## src/rtl/rs_rr_arbiter.sv

```systemverilog
// rs_rr_arbiter: round-robin, packet-locking arbiter onto one registered valid/ready channel.
module rs_rr_arbiter #(
    parameter int N_SRC  = 4,
    parameter int DATA_W = 32,
    parameter int SRC_W  = $clog2(N_SRC)
) (
    input  logic                      clk,
    input  logic                      rst,
    input  logic [N_SRC-1:0]          s_valid,
    output logic [N_SRC-1:0]          s_ready,
    input  logic [N_SRC*DATA_W-1:0]   s_data,
    input  logic [N_SRC-1:0]          s_last,
    output logic                      d_valid,
    input  logic                      d_ready,
    output logic [DATA_W-1:0]         d_data,
    output logic                      d_last,
    output logic [SRC_W-1:0]          d_src
);
    typedef enum logic {IDLE, LOCK} state_t;
    state_t state;
    logic [SRC_W-1:0] ptr, lock_src, win, nxt_ptr;
    logic [N_SRC-1:0] grant;
    logic ld, acc, found;
    int j;
    // While locked only the owner may move; otherwise scan from ptr with wrap.
    always_comb begin
        grant = '0;
        win = lock_src;
        found = 1'b0;
        j = 0;
        if (state == LOCK) grant[lock_src] = s_valid[lock_src];
        else
            for (int k = 0; k < N_SRC; k++) begin
                j = int'(ptr) + k;
                if (j >= N_SRC) j = j - N_SRC;
                if (!found && s_valid[j]) begin
                    found = 1'b1;
                    win = SRC_W'(j);
                    grant[j] = 1'b1;
                end
            end
    end
    assign ld      = !d_valid || d_ready;
    assign s_ready = (ld && !rst) ? grant : '0;
    assign acc     = |s_ready;
    assign nxt_ptr = (win == SRC_W'(N_SRC - 1)) ? '0 : win + SRC_W'(1);
    always_ff @(posedge clk or posedge rst) begin
        if (rst) begin
            d_valid  <= 1'b0;
            d_data   <= '0;
            d_last   <= 1'b0;
            d_src    <= '0;
            ptr      <= '0;
            lock_src <= '0;
            state    <= IDLE;
        end else if (ld) begin
            d_valid <= acc;
            if (acc) begin
                d_data <= s_data[int'(win)*DATA_W +: DATA_W];
                d_last <= s_last[win];
                d_src  <= win;
                if (s_last[win]) begin
                    state <= IDLE;
                    ptr   <= nxt_ptr;
                end else begin
                    state    <= LOCK;
                    lock_src <= win;
                end
            end
        end
    end
endmodule

```

## config.mk

```make
export PLATFORM = sky130hd
export DESIGN_NAME = rs_rr_arbiter
export DESIGN_NICKNAME = d
export VERILOG_FILES = /design/src/rtl/rs_rr_arbiter.sv
export SDC_FILE = /design/constraint.sdc
export NUM_CORES = 1
export LEC_CHECK = 0
export CORE_AREA = 2 2 90 92
export DETAILED_ROUTE_END_ITERATION = 7
export DIE_AREA = 0 0 92 94
export PLACE_DENSITY = 0.86
export SYNTH_ARGS = -nofsm -noshare
export SYNTH_HDL_FRONTEND = slang
export SYNTH_SLANG_ARGS = --single-unit
```

## constraint.sdc

```tcl
create_clock -name clk -period 12.56 [get_ports clk]
set_clock_uncertainty 0.1 [all_clocks]
set_input_delay 3.768 -clock clk [delete_from_list [all_inputs] [get_ports clk]]
set_output_delay 3.768 -clock clk [all_outputs]
set_load 0.02 [all_outputs]
```

## After elaboration in Yosys (flattened, before gate mapping)

Index checks and enable logic that the tools add are counted.

- Input port bits: 139
- Register bits: 41

- Equal/unequal tests: 1
- Mux-type cells: 56
- Bitwise logic cells: 5
- Shifts and indexed selects: 1
- $add $sub $neg: 8
- Magnitude comparators: 15
- Reductions and logical operators: 19

Operators with widths:

| cell | number |
|---|---|
| $mux W32 | 8 |
| $ge A32 B1 Y1 const B | 4 |
| $lt A32 B4 Y1 const B | 4 |
| $shiftx A128 B8 Y32 | 1 |
| $mux W4 | 9 |
| $mux W1 | 22 |
| $bmux W1 S2 | 6 |
| $mux W2 | 6 |
| $or A4 B4 Y4 | 3 |
| $sub A3 B3 Y4 const B | 3 |
| $demux W1 S2 | 5 |
| $ge A3 B3 Y1 const B | 3 |
| $logic_and A1 B1 Y1 | 9 |
| $add A2 B2 Y3 const B | 2 |
| $lt A2 B3 Y1 const B | 2 |
| $reduce_and A3 Y1 | 2 |
| $logic_not A1 Y1 | 5 |
| $and A4 B4 Y4 | 1 |
| $reduce_or A4 Y1 | 1 |
| $sub A2 B3 Y4 const B | 1 |
| $add A2 B1 Y3 const B | 1 |
| $ge A2 B3 Y1 const B | 1 |
| $add A2 B1 Y2 const B | 1 |
| $eq A2 B2 Y1 const B | 1 |
| other kinds (4) | 4 |

## Logic depth before layout (Yosys ltp)

- Word-level depth: 24
- Gate-level depth with buffers: 13
- Depth with buffers taken out: 9

## Worst setup path before layout

Ideal clock, no wire load.

- Path type: input -> output
- From: input port rst
- To: output port s_ready[0]
- Stages: 4
- Slack: 2.830 ns
- Arrival: 5.862 ns
- Buffers on the path: 0
- Cell sequence: inv_1 nand3_1 nor4_1 a221o_1

- Cells in the longest elaborated chain, start to end: 3

RTL lines:

| what | line | RTL |
|---|---|---|
| from (decl) | 8 | `input logic rst,` |
| $logic_not A1 Y1 (no line) | - |  |
| $logic_and A1 B1 Y1 | 44 | `assign s_ready = (ld && !rst) ? grant : '0;` |
| $mux W4 | 44 |  |
| to (decl) | 10 | `output logic [N_SRC-1:0] s_ready,` |

Every way passes these cells.

## Final worst setup path

Ends and elaborated chain as after synthesis.

==> summary.md <==
| Metric | Value |
|---|---|
| Hold EP | d_data[12] |
| Buf/Inv on CP | 3 |
| Final instance area | 5120 µm² |
| Gr usage total | 0.210 |
| Worst r2r src | ptr[0] |
| H-tree levels | 2 |
| Layout Nets | 628 |
| Crit share post-route | 0.850 |
| Antenna cells | 0 |
| Multi-input logic area | 2000 µm² |
| Setup violators final | 0 |
| CTS Buf Count | 5 |
| Tmin final | 10.67 ns |
| Yosys cell types | 37 |
| Slew @ Worst Pin | 1.02 ns |
| Leakage Power | 2.10 nW |
| Met1 GRT Util | 0.241 |
| Met3 global-route usage | 0.0618 |
| Cell Area, Synth | 3170 µm² |
| 1st-iter DRT viols | 111 |
| Initial antenna violation count | 0 |
| Critical Path RT | 8.69 ns |
| Setup bufs post-CTS | 0 |
| FF/Latch Area | 1030 µm² |
| Post-synthesis mux area share | 0.383 |
| Crit-path leading delay family | buffers and inverters |
| Synth Area in Simple Gates | 0.106 |
| Layout cells sized above 1 | 0.113 |
| Met2 usage | 0.384 |
| Wirelength, routed | 9200 µm |
| CTS root buffer | clkbuf_8 |
| RSZ-0062 raised after global routing | false |
| Adder-cell share of the synthesized area | 0.0197 |
| Max-cap violations | 0 |
| Largest net degree at the start of global routing | 74 |
| # DRC | 0 |
| Post-detailed-route via-to-cell ratio | 5.19 |
| CP endpoint kind | output pin |
| Vias in the first global route | 3,022 |
| Synth Register Bits | 41 |
| Final Util | 0.673 |
| Avg Cell Area, Syn | 9.86 µm² |
| GRT busiest layer | met2 |
| Die Wd | 92 µm |
| Kind of critical path | in2out |
| Clk sinks | 41 |
| R2R setup slack | 8.30 ns |
| Die area | 8650 µm² |
| Main combinational cell family by area after synthesis | multiplexers |
| Register area share after synthesis | 0.323 |
| Initial Util | 0.417 |
| Setup TNS | 0 ns |
| CTS tree | done |
| Syn Inst Count | 322 |
| Worst setup SP type | input port |
| Clock latency on the worst-skew pair | 0.28 ns |
| Die span in y | 94 µm |
| Detail Placement HPWL | 7240 µm |
| Crit path arrival time | 6.80 ns |
| First-pass GRT wire length | 14,400 µm |
| CTS Hold Bufs | 0 |
| First-pass iteration count of the detailed router | 4 |
| Yosys warnings | 0 |
| CP max stage delay | 0.66 ns |
| Compound-cell area share of the yosys netlist | 0.112 |
| Gates resized, CTS repair | 0 |
| Power Density | 240 nW/µm² |
| Total congestion overflow | 0 |
| CP most frequent cell | clkdlybuf4s50_1 |
| Clock Tree Buf Depth | 2 |
| Top-level port count | 179 |
| Max-slew violations | 0 |
| Area grow syn2layout | 61.2% |
| Syn Nets | 466 |
| RD Place Congestion | 0.908 |
| Post-route ant nets | 0 |
| Cell Area, Placed | 5000 µm² |
| Worst Hold Slack | 0.381 ns |
| Worst VDD drop | 0.0948 mV |
| Hold Crit Depth | 2 |
| Post-synthesis xor/xnor area fraction | 0.00276 |
| Worst-path cell chain | clkdlybuf4s50_1, inv_2, nand3_1, nor4_1, a221o_1, clkdlybuf4s50_1 |
| Run status | completed |
| Hold_sp | d_data[12] |
| Reg2Reg Depth | 10 |
| Max stage delay cell, worst path | inv_2 |
| Critical Path Fanout Max | 43 |
| PortBufs | 178 |
| Worst Hold Class | reg2reg |
| Worst-path clk slew | 0.07 ns |
| # rows | 32 |
| Fillers | 612 |
| Rel. slew slack | 0.320 |
| Reg2reg end | ptr[0] |
| Total vias in the final route | 3,044 |
| WL per Instance | 15.7 µm |
| Final hold viol count | 0 |
| Core Region | 7610 µm² |
| Max frequency | 0.0937 GHz |
-- flip-flops by register name, summed over array words and instances (netlist names) --
signal and cells:
d_data 32, d_src 2, lock_src 2, ptr 2, d_last 1, d_valid 1
state 1
-- kinds of logic after synthesis --
kind of cell | after synthesis
mux | 112
simple gates | 66
compound gates | 60
flops | 41
buf+inv | 37
fa+ha+maj | 5
xor+xnor | 1
-- worst max-delay path by stage --
stage | cells past startpoint | startpoint | endpoint | slack [ns]
after floorplan | 4 | rst | s_ready[0] | 2.83
after global placement | 6 | rst | s_ready[0] | 2.01
after detailed placement | 6 | rst | s_ready[0] | 1.88
after CTS | 6 | rst | s_ready[0] | 1.85
after global routing | 6 | rst | s_ready[0] | 1.62
final | 6 | rst | s_ready[0] | 1.89
-- final cells by class --
type,count,area share
multi-input combinational,244,0.391
clock buffer,7,0.0169
tap,102,0.0249
timing repair buffer,181,0.353
clock inverter,1,0.00587
inverter,11,0.00807
sequential,41,0.200
-- placed cells by master, fill, tap and decap left out, types with 2 or more instances in the layout --
cell / instances
clkdlybuf4s50_1: 178
mux2i_1: 73
nand2_1: 41
dfrtp_1: 41
o21ai_0: 38
mux2_2: 34
inv_1: 10
a21oi_1: 7
clkbuf_8: 6
ha_1: 5
mux4_2: 4
nand3_1: 4
a221oi_1: 4
a211o_1: 4
nor2_1: 4
buf_4: 3
nand2b_1: 2
nor4_1: 2
or3b_1: 2
or3b_2: 2
-- through the flow --
step / cells / worst slack, ns / power, mW
after floorplan: 322 / 2.83 / 0.866
after global placement: 579 / 2.01 / 1.10
after detailed placement: 579 / 1.88 / 1.13
after CTS: 587 / 1.85 / 1.24
after global routing: 587 / 1.62 / 1.32
final: 587 / 1.89 / 1.23
-- cell usage after synthesis, drive strengths merged --
cell type	instances	area (µm²)
nor4	3	33.8
dfrtp	41	1030
a21oi	7	35.0
a21boi	1	7.51
or3b	4	35.0
a211oi	1	7.51
nor4b	1	8.76
mux2i	73	731
o22a	1	8.76
nor3b	1	7.51
nand3b	2	27.5
and3	1	6.26
a221oi	4	35.0
a311oi	1	8.76
a221o	1	10.0
o311ai	1	8.76
mux4	4	90.1
inv	11	41.3
nand2b	2	12.5
mux2	35	394
xnor2	1	8.76
nor2b	1	6.26
nor2	5	18.8
nand4	1	6.26
buf	14	85.1
clkbuf	12	45.0
a211o	4	35.0
o21a	1	7.51
nand2	41	154
ha	5	62.6
nand3	4	20.0
o21ai	38	190
-- layer usage --
metal  vias up  routed length, µm  part of all wire
met5         -                  0                 0
met4         0                102             0.011
met3        10                710             0.077
met2       146               4830              0.52
met1      1401               3560              0.39
li1       1487                  -                 -
-- worst register-to-register path, delay by kind of cell, from the launching register on --
| kind | cells | cell delay [ns] |
|---|---|---|
| buffers and inverters | 2 | 0.74 |
| and+or+nand+nor | 2 | 0.61 |
| muxes | 2 | 0.97 |
| DFF | 1 | 0.63 |
| AOI/OAI and AO/OA | 3 | 0.63 |
| adders and majority gates | 1 | 0.46 |
-- report_power, final --
group | internal [mW] | switching, mW
registers | 0.203 | 0.0484
logic | 0.427 | 0.443
clock network | 0.0648 | 0.0438
Power figures use the tool's default switching activity.
